$ cat config.mk
export PLATFORM = sky130hd
export DESIGN_NAME = alarm_tone_sequencer
export DESIGN_NICKNAME = d
export VERILOG_FILES = /design/src/rtl/alarm_tone_sequencer.sv
export SDC_FILE = /design/constraint.sdc
export NUM_CORES = 1
export LEC_CHECK = 0
export BUFFER_PORTS_ARGS = -buffer_cell sky130_fd_sc_hd__buf_2
export CAP_MARGIN = 20
export CORE_MARGIN = 1.5
export CORE_UTILIZATION = 30
export DETAILED_ROUTE_END_ITERATION = 10
export GPL_TIMING_DRIVEN = 0
export PLACE_DENSITY = 0.55
export SYNTH_ARGS = -nofsm -noshare
export SYNTH_HDL_FRONTEND = slang
export SYNTH_SLANG_ARGS = --single-unit
$ cat constraint.sdc
create_clock -name clk -period 8.7 [get_ports clk]
set_input_delay 0.435 -clock clk [delete_from_list [all_inputs] [get_ports clk]]
set_output_delay 0.435 -clock clk [all_outputs]
set_load 0.01 [all_outputs]
$ cat src/rtl/alarm_tone_sequencer.sv
// Alarm beep/snooze sequencer with key-click arbitration feeding the I2S sample input.
// All sequencing advances on frame_tick; sample/src/alarm_active are registered on the tick edge.
`timescale 1ns/1ps
module alarm_tone_sequencer #(
  parameter int unsigned TONE_HALF  = 24,
  parameter int unsigned BEEP_ON    = 4800,
  parameter int unsigned BEEP_OFF   = 4800,
  parameter int unsigned BEEPS      = 4,
  parameter int unsigned BURST_GAP  = 48000,
  parameter int unsigned SNOOZE_LEN = 28800000,
  parameter int unsigned CLICK_LEN  = 480,
  parameter logic [15:0] AMPL       = 16'h2000
) (
  input  logic        clk,
  input  logic        rst,
  input  logic        i_frame_tick,
  input  logic        i_alarm_req,
  input  logic        i_snooze,
  input  logic        i_click_req,
  output logic [15:0] o_sample,
  output logic        o_sample_valid,
  output logic [1:0]  o_src,
  output logic        o_alarm_active
);
  typedef enum logic [2:0] {S_IDLE, S_ON, S_OFF, S_GAP, S_SNOOZE} state_t;

  localparam logic [1:0]  SRC_SILENCE = 2'b00;
  localparam logic [1:0]  SRC_ALARM   = 2'b01;
  localparam logic [1:0]  SRC_CLICK   = 2'b10;
  localparam logic [15:0] TONE_NEG    = 16'h0 - AMPL;
  localparam logic [15:0] CLICK_LVL   = AMPL >> 1;

  state_t      r_state, w_state;
  logic [31:0] r_dur, w_dur;
  logic [31:0] r_beep_idx, w_beep_idx;
  logic [31:0] r_tone_cnt, w_tone_cnt;
  logic [31:0] r_click_cnt, w_click_cnt;
  logic        r_tone_neg, w_tone_neg;
  logic        r_snooze_pend, r_click_pend;
  logic        w_snooze_eff, w_click_eff, w_click_keep, w_expired;
  logic [15:0] r_sample, w_sample;
  logic [1:0]  r_src, w_src;
  logic        r_valid, r_active, w_active;

  // NOTE: every signal written here gets a default first, so no path can leave one unassigned and infer a latch.
  always_comb begin
    w_snooze_eff = r_snooze_pend | i_snooze;
    w_click_eff  = r_click_pend | i_click_req;
    w_expired    = 1'b0;
    w_state      = r_state;
    w_beep_idx   = r_beep_idx;
    w_tone_neg   = 1'b0;
    w_tone_cnt   = '0;
    w_click_cnt  = '0;
    w_click_keep = 1'b0;
    w_sample     = '0;
    w_src        = SRC_SILENCE;

    case (r_state)
      S_ON:     w_expired = (r_dur >= BEEP_ON);
      S_OFF:    w_expired = (r_dur >= BEEP_OFF);
      S_GAP:    w_expired = (r_dur >= BURST_GAP);
      S_SNOOZE: w_expired = (r_dur >= SNOOZE_LEN);
      default:  w_expired = 1'b0;
    endcase

    // Priority: alarm release, then pending snooze, then timer expiry.
    if (!i_alarm_req) begin
      w_state = S_IDLE;
    end else begin
      case (r_state)
        S_IDLE:   w_state = S_ON;
        S_SNOOZE: if (w_expired) w_state = S_ON;
        default: begin
          if (w_snooze_eff) begin
            w_state = S_SNOOZE;
          end else if (w_expired) begin
            if (r_state == S_ON) w_state = (r_beep_idx == BEEPS - 1) ? S_GAP : S_OFF;
            else                 w_state = S_ON;
          end
        end
      endcase
    end

    if (w_state == S_ON && r_state != S_ON && r_state != S_OFF) w_beep_idx = '0;
    else if (w_state == S_OFF && r_state == S_ON)                w_beep_idx = r_beep_idx + 32'd1;

    if (w_state != r_state)    w_dur = 32'd1;
    else if (r_state == S_IDLE) w_dur = r_dur;
    else                        w_dur = r_dur + 32'd1;

    // Any entry into ON starts a fresh positive half period.
    if (w_state == S_ON && r_state == S_ON) begin
      if (r_tone_cnt >= TONE_HALF - 1) begin
        w_tone_neg = ~r_tone_neg;
        w_tone_cnt = '0;
      end else begin
        w_tone_neg = r_tone_neg;
        w_tone_cnt = r_tone_cnt + 32'd1;
      end
    end

    // The alarm preempts clicks; a request seen during ON waits for the first non-ON tick.
    if (w_state == S_ON)           w_click_keep = w_click_eff;
    else if (w_click_eff)          w_click_cnt  = CLICK_LEN;
    else if (r_click_cnt != '0)    w_click_cnt  = r_click_cnt - 32'd1;

    if (w_state == S_ON) begin
      w_sample = w_tone_neg ? TONE_NEG : AMPL;
      w_src    = SRC_ALARM;
    end else if (w_click_cnt != '0) begin
      w_sample = CLICK_LVL;
      w_src    = SRC_CLICK;
    end

    w_active = (w_state == S_ON) || (w_state == S_OFF) || (w_state == S_GAP);
  end

  // NOTE: sequential state uses non-blocking assignments so every register samples pre-edge values.
  always_ff @(posedge clk or posedge rst) begin
    if (rst) begin
      r_state       <= S_IDLE;
      r_dur         <= '0;
      r_beep_idx    <= '0;
      r_tone_cnt    <= '0;
      r_tone_neg    <= 1'b0;
      r_click_cnt   <= '0;
      r_snooze_pend <= 1'b0;
      r_click_pend  <= 1'b0;
      r_sample      <= '0;
      r_src         <= SRC_SILENCE;
      r_active      <= 1'b0;
      r_valid       <= 1'b0;
    end else begin
      r_valid <= i_frame_tick;
      if (i_frame_tick) begin
        r_state       <= w_state;
        r_dur         <= w_dur;
        r_beep_idx    <= w_beep_idx;
        r_tone_cnt    <= w_tone_cnt;
        r_tone_neg    <= w_tone_neg;
        r_click_cnt   <= w_click_cnt;
        r_snooze_pend <= 1'b0;
        r_click_pend  <= w_click_keep;
        r_sample      <= w_sample;
        r_src         <= w_src;
        r_active      <= w_active;
      end else begin
        r_snooze_pend <= w_snooze_eff;
        r_click_pend  <= w_click_eff;
      end
    end
  end

  assign o_sample       = r_sample;
  assign o_sample_valid = r_valid;
  assign o_src          = r_src;
  assign o_alarm_active = r_active;

endmodule

**Word-level counts from Yosys, hierarchy flattened**

Index checks and enable logic that the tools add are counted.

- Bits of input ports: 6
- Output and inout bits: 20
- Register bits after elaboration: 154

- Magnitude comparators: 4
- Bitwise logic cells: 3
- Reduce and logical (&&, ||, !) cells: 13
- $add $sub $neg: 4
- Muxes and demuxes: 27
- Equality and inequality tests: 12

Operators with widths:

| operator | number |
|---|---|
| $mux 32 | 9 |
| $add 32x1->32 const B | 3 |
| $reduce_bool 32->1 | 2 |
| $eq 32x2->1 const B | 1 |
| $ge 32x13->1 const B | 1 |
| $ge 32x16->1 const B | 1 |
| $ge 32x25->1 const B | 1 |
| $ge 32x5->1 const B | 1 |
| $mux 16 | 2 |
| $sub 32x1->32 const B | 1 |
| $mux 13 | 1 |
| $eq 3x2->1 const B | 4 |
| $mux 3 | 4 |
| $eq 3x1->1 const B | 2 |
| $mux 1 | 6 |
| $mux 2 | 3 |
| $pmux 3 s2 | 1 |
| $logic_and 1x1->1 | 4 |
| $reduce_and 2->1 | 2 |
| $eq 3x3->1 const B | 1 |
| $logic_not 3->1 | 1 |
| $ne 3x1->1 const B | 1 |
| $ne 3x2->1 const B | 1 |
| $ne 3x3->1 | 1 |
| 7 further kinds | 9 |

**Longest topological paths before layout**

Gate-level depths: netlist of run 1.

- Depth after elaboration: 12
- Depth in mapped cells: 10

**Least setup slack after synthesis of run 1**

Ideal clock, no wire load.

- Kind: reg2reg
- Start: register r_dur[28]
- End: register r_beep_idx[10]
- Period minus slack after synthesis: 3121 ps
- Cell stages (with the launch flop): 9
- Path slack: 5579 ps
- Library setup time: 137 ps
- Buffers on the path: 1
- Arrival: 2983 ps
- Cells stage by stage: dfrtp_1 or4_1 or4_1 clkbuf_1 or3_4 a221o_2 a2111o_1 o21ai_2 o221ai_1

- Longest elaborated chain between the ends: 11

RTL lines:

| element | line | source |
|---|---|---|
| from (decl) | 34 | `logic [31:0] r_dur, w_dur;` |
| from (signal assigned) | 138 | `r_dur <= w_dur;` |
| $ge 32x25->1 (tied with other cells) | 63 | `S_SNOOZE: w_expired = (r_dur >= SNOOZE_LEN);` |
| $pmux 1 s3 * | 59 | `case (r_state)` |
| $mux 3 | 77 | `end else if (w_expired) begin` |
| $mux 3 | 75 | `if (w_snooze_eff) begin` |
| $pmux 3 s2 * | 71 | `case (r_state)` |
| $mux 3 * | 68 | `if (!i_alarm_req) begin` |
| $eq 3x1->1 | 85 | `if (w_state == S_ON && r_state != S_ON && r_state != S_OFF) w_beep_idx = '0;` |
| $logic_and 1x1->1 (2 in a row) | 85 |  |
| $reduce_bool 2->1 (no line) | n/a |  |
| $reduce_and 2->1 (no line) | n/a |  |
| to (signal assigned) | 139 | `r_beep_idx <= w_beep_idx;` |
| to (decl) | 35 | `logic [31:0] r_beep_idx, w_beep_idx;` |

Every way passes the cells marked *; elsewhere a longest branch is shown, timed or not.
A chain may end at the register's enable or synchronous reset.

**Worst setup path in the final report of run 1**

- Start: register r_dur[28]
- End: register r_beep_idx[9]

The elaborated chain is that of the path after synthesis.

==> impl_metrics.py, run 1 <==
metrics = {
    "outcome": {
        "outcome": "completed",
    },
    "timing": {
        "maxSlewHeadroom_pct": 29.0,
        "setup_violations": 0,
        "tightest_slew_ns": 1.06,
        "tns_ns": 0,
        "setup_ws_ns": 4.76,
        "fin_skew_ns": 0.0106,
        "finalCriticalPeriod_ns": 3.94,
        "drv_slew": 0,
        "rsz0062_at_grt": "no",
        "fmax_ghz": 0.254,
        "hold_viol": 0,
        "fin_crit_sh_pct": 45.3,
    },
    "pwr": {
        "sw_frac_of_total_pct": 28.5,
        "p_per_area_nw_per_um2": 194,
        "pwr-share-comb_pct": 16.6,
        "p_int_uw": 1250,
        "p_sw_uw": 499,
        "p_clk_share_pct": 43.6,
        "ir_drop_uv": 93.8,
        "p_leak_uw": 0.00373,
        "p_seq_share_pct": 39.8,
    },
    "global_routing": {
        "grt_antenna_before_repair": 0,
        "grt_first_pass_wirelength_mm": 34.9,
        "grt_use_total_pct": 16.5,
        "grt_pass1_vias": 6547,
        "grt.overflow.total": 0,
        "grt_max_degree": 89,
    },
    "setup_path": {
        "worst_ep_required_time_ns": 9.01,
        "crit_arrival_ns": 4.25,
        "worstSetupPathType": "flip-flop to flip-flop",
        "end_kind": "flip-flop",
        "crit_fanout": 10,
        "timing.rr.end": "r_beep_idx[9]",
        "r2r_cells": 9,
        "rr_startpoint": "r_dur[28]",
        "setup.worst_path.start_class": "flip-flop",
        "reg2reg_slack_ns": 4.76,
        "crit_path_end": "r_beep_idx[9]",
        "crit_start": "r_dur[28]",
    },
    "place": {
        "portBuffers": 13,
        "gp_congestion": 0.893,
        "place_ws_ns": 4.80,
        "dpl.hpwl_mm": 14.7,
    },
    "finish": {
        "layout.area.seq_sq_um": 3480,
        "nets": 931,
        "area_growth_syn_to_layout_pct": 15.1,
        "finish.utilization_pct": 35.0,
        "multiInputGateArea_sq_um": 4030,
        "drive_above_1_share_pct": 9.35,
        "num-fill-cells": 2692,
        "diodes": 0,
    },
    "detailed_routing": {
        "wl_per_cell_um": 16.6,
        "routed_wl_mm": 21.0,
        "drtIter0Drc": 578,
        "detail-route-antenna-nets": 0,
        "vias": 6892,
        "viasPerCell": 5.45,
        "firstDrtPassIters": 5,
        "drc": 0,
    },
    "yosys": {
        "synth-edff-count": 0,
        "async_flop_share_pct": 100,
        "ys.warnings.count": 0,
        "ys_ff_latch": 139,
        "synth_area_sq_um": 7850,
        "synth_cell_types": 70,
        "synth_flop_cell": "dfrtp_1",
        "postSynthCellCount": 874,
        "syn_avg_cell_area_sq_um": 8.98,
        "yosysSeqAreaShare_pct": 44.3,
    },
    "cts": {
        "ctsLongestPathBuffers": 2,
        "cts_root_buf": "clkbuf_16",
        "cts-htree-levels": 4,
        "clk_latency_ns": 0.43,
        "postCtsSetupBuffers": 0,
        "cts_buffers": 17,
        "cts_hold_buf": 0,
        "cts_resized": 0,
        "clock-sinks": 139,
        "cts_tree": "yes",
        "clk_pin_slew_ns": 0.06,
    },
    "die": {
        "start_util_pct": 30.4,
        "core_sq_um": 25800,
        "pin_count": 26,
        "die-area_sq_um": 27100,
        "row_count": 59,
        "die_h_um": 165,
        "die_width_um": 165,
    },
    "worst_hold_path": {
        "hp-class": "primary input to async pin",
    },
    "flow_run": {
        "drv_cap": 0,
    },
}
-- Yosys cell counts, types with 20 or more instances --
| cell type | count | area, sq um |
|---|---|---|
| a21oi_1 | 30 | 150 |
| nand3_1 | 33 | 165 |
| clkbuf_1 | 32 | 120 |
| nor2b_1 | 32 | 200 |
| dfrtp_1 | 139 | 3480 |
| nand2_1 | 57 | 214 |
| nor4_1 | 36 | 225 |
| inv_1 | 29 | 109 |
| nand4_1 | 36 | 225 |
| or4_1 | 21 | 158 |
| o21ai_0 | 45 | 225 |
| o31ai_1 | 20 | 150 |
| nor2_1 | 87 | 327 |
| nor3_1 | 38 | 190 |
-- registers in the layout, indices dropped and copies added (netlist names) --
register / flops
r_click_cnt: 32
o_sample_valid: 1
o_sample: 2
o_src: 1
o_alarm_active: 1
r_snooze_pend: 1
r_click_pend: 1
r_dur: 32
r_tone_cnt: 32
r_tone_neg: 1
r_beep_idx: 32
r_state: 3
-- cell families after synthesis --
family,count (synthesis),share of synthesized area [%]
adder cells (fa/ha/maj),6,0.957
AND/OR/NAND/NOR,403,27.3
XOR/XNOR,38,4.24
AO/OA/AOI/OAI,191,16.9
flip-flops,139,44.3
other,1,0.0478
multiplexers,9,1.20
buffers and inverters,87,5.01
-- metal layers --
metal | global-route usage [%] | share of wire, % | vias up
met5 | 0 | 0 | -
met4 | 5.69 | 1.8 | 0
met3 | 3.52 | 4.8 | 31
met2 | 25.1 | 45 | 159
met1 | 23.1 | 49 | 3379
li1 | - | - | 3323
-- through the flow --
stage | instances | hold WS [ns] | area, sq um | total power, uW
final | 1265 | 0.0415 | 9030 | 1750
after global routing | 1265 | 0.0868 | 9030 | 1830
after CTS | 1264 | 0.0681 | 9020 | 1770
after detailed placement | 1234 | 0.489 | 8420 | 996
after global placement | 1233 | 0.482 | 8370 | 994
after floorplan | 885 | 0.450 | 7890 | 906
-- placed cells by master, fill, tap and decap left out, drive strengths merged, types with 5 or more instances in the layout --
cell type,instances
o2bb2ai,10
and3,9
nor3,39
clkbuf,55
o22ai,5
and2,6
nand4,36
o31ai,20
or2,7
a22o,5
nor2,87
inv,29
dfrtp,139
o21ai,48
or4,21
or3,18
xnor2,19
xor2,19
nand3,33
nor2b,32
mux2i,6
conb,12
nand2,57
a21o,9
nor4,36
buf,39
a21oi,30
a31oi,13
ha,6
-- worst min-delay path by stage --
stage / from / endpoint / slack, ns / depth (start not counted)
final: rst / r_tone_cnt[13] / 0.04 / 2
after global routing: rst / r_tone_cnt[13] / 0.09 / 2
after CTS: rst / r_tone_cnt[13] / 0.07 / 2
after detailed placement: r_tone_cnt[14] / r_tone_cnt[14] / 0.49 / 1
after global placement: r_tone_cnt[14] / r_tone_cnt[14] / 0.48 / 1
after floorplan: r_beep_idx[31] / r_beep_idx[31] / 0.45 / 1
-- final cells by class --
cell class | count | area share, %
well taps | 335 | 4.64
repair buffers | 15 | 1.11
clock inverters | 8 | 1.58
multi-input cells | 659 | 44.6
plain buffers | 57 | 3.10
clock buffers | 22 | 5.14
flip-flops and latches | 139 | 38.5
inverters | 30 | 1.30
-- critical path: stages, from the launching register on --
cell and delay [ns]:
dfrtp_1 0.40, or4_1 0.55, or4_1 0.46, clkbuf_1 0.19, or3_4 0.43, a221oi_2 0.67
o21ai_1 0.39, nor3_2 0.33, buf_2 0.30, a21oi_1 0.08
-- power groups by stage --
stage	Clock, uW	Sequential, uW	Combinational (uW)
after floorplan	0	702	204
after global placement	0	706	288
after detailed placement	0	707	289
after CTS	780	696	290
after global routing	806	701	324
final	763	697	290
No activity file was read; power rests on OpenSTA's default activity.
==> inputs of run 2 (changes only) <==
Settings changed: PLACE_DENSITY 0.55 to 0.57.
Clock period 8.7 ns to 3.6 ns, I/O delays scaled along.
==> impl_metrics.py, run 2 (synthesis results as in run 1) <==
metrics = {
    "pwr": {
        "p_leak_uw": 0.00379,
        "p_per_area_nw_per_um2": 463,
        "ir_drop_uv": 305,
        "power.total_uw": 4270,
    },
    "die": {
        "core_sq_um": 25800,
        "row_count": 59,
        "pin_count": 26,
        "die_width_um": 165,
        "start_util_pct": 30.4,
        "die-area_sq_um": 27100,
        "die_h_um": 165,
    },
    "setup_path": {
        "r2r_cells": 9,
        "end_kind": "flip-flop",
        "crit_chain": "clkbuf_1, nor4_1, nand4_1, nor3_1, nor3_1, o31ai_1, clkbuf_2, o21ai_0, a22o_1",
        "cp_common_cell": "nor3_1",
        "critPathMaxStageDelay_ns": 0.66,
        "crit_fanout": 10,
        "worst_ep_required_time_ns": 3.92,
        "crit_arrival_ns": 3.69,
        "setup.worst_path.start_class": "flip-flop",
        "path_delay_family": "simple AND/OR/NAND/NOR gates",
        "cp_num_cells": 9,
        "slowest_stage": "nor3_1",
        "worstSetupPathType": "flip-flop to flip-flop",
        "worst-path-buf-inv": 2,
    },
    "detailed_routing": {
        "wl_per_cell_um": 16.6,
        "detail-route-antenna-nets": 0,
        "viasPerCell": 5.50,
        "routed_wl_mm": 21.1,
        "drc": 0,
        "vias": 7012,
        "firstDrtPassIters": 5,
        "drtIter0Drc": 510,
    },
    "timing": {
        "rsz0062_at_grt": "no",
        "finalCriticalPeriod_ns": 3.37,
        "fin_crit_sh_pct": 93.6,
        "setup_violations": 0,
        "drv_slew": 0,
        "tightest_slew_ns": 1.10,
        "fin_skew_ns": 0.0165,
        "hold_viol": 0,
        "maxSlewHeadroom_pct": 26.4,
        "fmax_ghz": 0.297,
        "tns_ns": 0,
    },
    "global_routing": {
        "grt_antenna_before_repair": 2,
        "grt.overflow.total": 0,
        "grt_first_pass_wirelength_mm": 34.8,
        "grt_use_total_pct": 16.4,
        "grt_max_degree": 40,
        "grt_pass1_vias": 6683,
    },
    "cts": {
        "cts_buffers": 17,
        "cts_tree": "yes",
        "clk_pin_slew_ns": 0.06,
        "clock-sinks": 139,
        "clk_latency_ns": 0.43,
        "cts_root_buf": "clkbuf_16",
        "cts-htree-levels": 4,
        "ctsLongestPathBuffers": 2,
    },
    "finish": {
        "drive_above_1_share_pct": 11.8,
        "nets": 936,
        "finalInstanceArea_sq_um": 9220,
        "final_common_cell": "dfrtp_1",
        "area_growth_syn_to_layout_pct": 17.5,
        "final_cell_mix": "dfrtp_1 (139), nor2_1 (87), nand2_1 (56), o21ai_0 (44)",
    },
    "place": {
        "portBuffers": 13,
        "gp_congestion": 0.908,
        "dpl_cell_area_sq_um": 8450,
        "dpl.hpwl_mm": 14.8,
    },
    "worst_hold_path": {
        "hold_depth": 3,
        "hp-class": "primary input to flip-flop",
    },
    "outcome": {
        "outcome": "completed",
    },
    "flow_run": {
        "drv_cap": 0,
    },
}
-- run 2: worst paths after layout --
| kind | endpoint | startpoint | slack [ns] |
|---|---|---|---|
| worst max-delay path | r_click_cnt[2] | r_click_cnt[18] | 0.23 |
| worst min-delay path | r_snooze_pend | i_snooze | 0.1 |
| worst max register to register | r_click_cnt[2] | r_click_cnt[18] | 0.23 |
| worst min register to register | r_tone_cnt[31] | r_tone_cnt[31] | 0.50 |
| max in group asynchronous | r_beep_idx[7] | rst | 2.47 |
| min in group asynchronous | r_dur[3] | rst | 0.47 |
-- run 2: report_power, final --
part,internal (uW),leakage (uW),switching (uW)
registers,1620,0.00190,58.6
logic,237,0.00159,505
clock network,1150,0.000290,695
total,3010,0.00379,1260
-- run 2: repair_timing --
action | in CTS | in global routing
resized for setup | 10 | 23
buffers inserted | 1 | 1
setup endpoints to repair | 64 | 90
pin swaps | 1 | 4
hold buffers | 2 | 0
endpoints found under the hold margin | 33 | 0
-- run 2: worst reg2reg max path: cells and delay by family (launching register included) --
family / cells / cell delay (ns)
buffers and inverters: 2 / 0.53
and+or+nand+nor: 4 / 1.83
DFF: 1 / 0.36
AOI/OAI and AO/OA: 3 / 0.55
-- run 2: routing by layer --
layer	track usage (%)	part of all wire, %	up-vias
met5	0	0	-
met2	24.8	45	193
li1	-	-	3338
met3	3.37	4.8	41
met1	22.8	48	3440
met4	6.59	2.3	0
-- run 2: final cells by class --
| type | instances | area, sq um |
|---|---|---|
| Multi-Input combinational cell | 659 | 4120 |
| Antenna cell | 2 | 5.00 |
| Fill cell | 2618 | 16600 |
| Tap cell | 335 | 419 |
| Sequential cell | 139 | 3480 |
| Buffer | 56 | 300 |
| Timing Repair Buffer | 21 | 168 |
| Clock inverter | 9 | 135 |
| Inverter | 30 | 116 |
| Clock buffer | 23 | 478 |
-- run 2: metrics by stage --
stage,hold WS (ns),std cells,setup WS (ns),util (%)
floorplan,0.211,885,0.479,-
global placement,0.433,1233,-0.248,32.4
detailed placement,0.395,1236,-0.261,32.7
CTS,0.0765,1271,-0.0887,35.3
global route,0.110,1273,0.0931,35.7
finish,0.0983,1274,0.229,35.7
==> inputs of run 3 (changes only) <==
Settings changed: RECOVER_POWER set to 25.
==> impl_metrics.py, run 3 (synthesis results as in run 1) <==
metrics = {
    "global_routing": {
        "grt_max_degree": 40,
        "grt_first_pass_wirelength_mm": 34.8,
        "grt_use_total_pct": 16.4,
        "grt_antenna_before_repair": 2,
        "grt_pass1_vias": 6683,
        "grt.overflow.total": 0,
    },
    "setup_path": {
        "cp_common_cell": "nor3_1",
        "worst_ep_required_time_ns": 3.92,
        "crit_start": "r_click_cnt[18]",
        "timing.rr.end": "r_click_cnt[2]",
        "crit_arrival_ns": 3.69,
        "cp_num_cells": 9,
        "critPathMaxStageDelay_ns": 0.66,
        "worst-path-buf-inv": 2,
        "path_delay_family": "simple AND/OR/NAND/NOR gates",
        "worstSetupPathType": "flip-flop to flip-flop",
        "r2r_cells": 9,
        "crit_chain": "clkbuf_1, nor4_1, nand4_1, nor3_1, nor3_1, o31ai_1, clkbuf_2, o21ai_0, a22o_1",
        "reg2reg_slack_ns": 0.23,
        "setup.worst_path.start_class": "flip-flop",
        "end_kind": "flip-flop",
        "rr_startpoint": "r_click_cnt[18]",
        "crit_path_end": "r_click_cnt[2]",
        "crit_fanout": 10,
        "slowest_stage": "nor3_1",
    },
    "die": {
        "core_sq_um": 25800,
        "start_util_pct": 30.4,
        "pin_count": 26,
        "die-area_sq_um": 27100,
        "die_h_um": 165,
        "row_count": 59,
        "die_width_um": 165,
    },
    "finish": {
        "final_common_cell": "dfrtp_1",
        "drive_above_1_share_pct": 11.0,
        "area_growth_syn_to_layout_pct": 17.0,
        "nets": 936,
        "final_cell_mix": "dfrtp_1 (139), nor2_1 (87), nand2_1 (56), o21ai_0 (44)",
    },
    "timing": {
        "rsz0062_at_grt": "no",
        "hold_viol": 0,
        "tightest_slew_ns": 1.69,
        "maxSlewHeadroom_pct": -12.8,
        "fin_crit_sh_pct": 93.6,
        "hold_slack_ns": 0.0982,
        "fmax_ghz": 0.297,
        "drv_slew": 67,
        "setup_violations": 0,
        "fin_skew_ns": 0.0165,
        "finalCriticalPeriod_ns": 3.37,
    },
    "cts": {
        "cts-htree-levels": 4,
        "ctsLongestPathBuffers": 2,
        "clk_pin_slew_ns": 0.06,
        "cts_root_buf": "clkbuf_16",
        "cts_buffers": 17,
        "cts_tree": "yes",
        "clock-sinks": 139,
        "clk_latency_ns": 0.43,
    },
    "detailed_routing": {
        "firstDrtPassIters": 5,
        "viasPerCell": 5.51,
        "detail-route-antenna-nets": 0,
        "routed_wl_mm": 21.1,
        "drc": 0,
        "wl_per_cell_um": 16.6,
        "drtIter0Drc": 510,
        "vias": 7014,
    },
    "place": {
        "portBuffers": 13,
        "gp_congestion": 0.908,
        "dpl.hpwl_mm": 14.8,
    },
    "flow_run": {
        "drv_cap": 2,
    },
    "outcome": {
        "outcome": "finished, violations left",
        "violations": "capacitance limit, slew limit",
    },
    "worst_hold_path": {
        "hp-class": "primary input to flip-flop",
    },
    "pwr": {
        "power.total_uw": 4260,
        "p_leak_uw": 0.00375,
        "ir_drop_uv": 305,
        "p_per_area_nw_per_um2": 464,
    },
}
[run 3: timing repair]
item                                   CTS  global route
pin swaps                                1             4
resized for setup                       10            23
buffers inserted                         1             1
endpoints found under the hold margin   33             0
hold buffers                             2             0
setup endpoints to repair               64            90
[run 3: final cells by class]
| cell class | instances | area (sq um) |
|---|---|---|
| Fill cell | 2629 | 16700 |
| Buffer | 56 | 300 |
| Clock buffer | 23 | 478 |
| Inverter | 30 | 114 |
| Tap cell | 335 | 419 |
| Multi-Input combinational cell | 659 | 4120 |
| Antenna cell | 2 | 5.00 |
| Sequential cell | 139 | 3480 |
| Clock inverter | 9 | 135 |
| Timing Repair Buffer | 21 | 128 |
[run 3: worst reg2reg max path: cells and delay by family, from the launching register on]
family | cells | cell delay, ns
flip-flops | 1 | 0.36
AND/OR/NAND/NOR | 4 | 1.83
buffers and inverters | 2 | 0.53
AO/OA/AOI/OAI | 3 | 0.55
[run 3: per-layer routing]
layer / GRT usage, % / wire [um]
met1: 22.8 / 10200
met2: 24.8 / 9440
met5: 0 / 0
met4: 6.59 / 475
met3: 3.37 / 992
[run 3: stage by stage]
step	setup TNS, ns	setup WS, ns	util [%]	instances	area, sq um
after global placement	-6.14	-0.248	32.4	1233	8380
after floorplan	0	0.479	-	885	7890
after global routing	0	0.0931	35.5	1273	9180
after detailed placement	-6.15	-0.261	32.7	1236	8450
after CTS	-0.367	-0.0887	35.3	1271	9130
final	0	0.230	35.5	1274	9180
[run 3: worst min-delay path by stage]
stage	from	endpoint	slack [ns]	cells past startpoint
after global routing	i_snooze	r_snooze_pend	0.11	3
final	i_snooze	r_snooze_pend	0.1	3
after detailed placement	rst	r_dur[2]	0.40	2
after floorplan	i_frame_tick	o_sample_valid	0.21	0
after CTS	i_snooze	r_snooze_pend	0.08	3
after global placement	i_frame_tick	o_sample_valid	0.43	1
[run 3: power breakdown]
part	total (uW)	internal [uW]	leakage [uW]	switching [uW]
Sequential	1680	1620	0.00190	58.9
Clock	1850	1150	0.000290	698
Combinational	736	231	0.00156	505
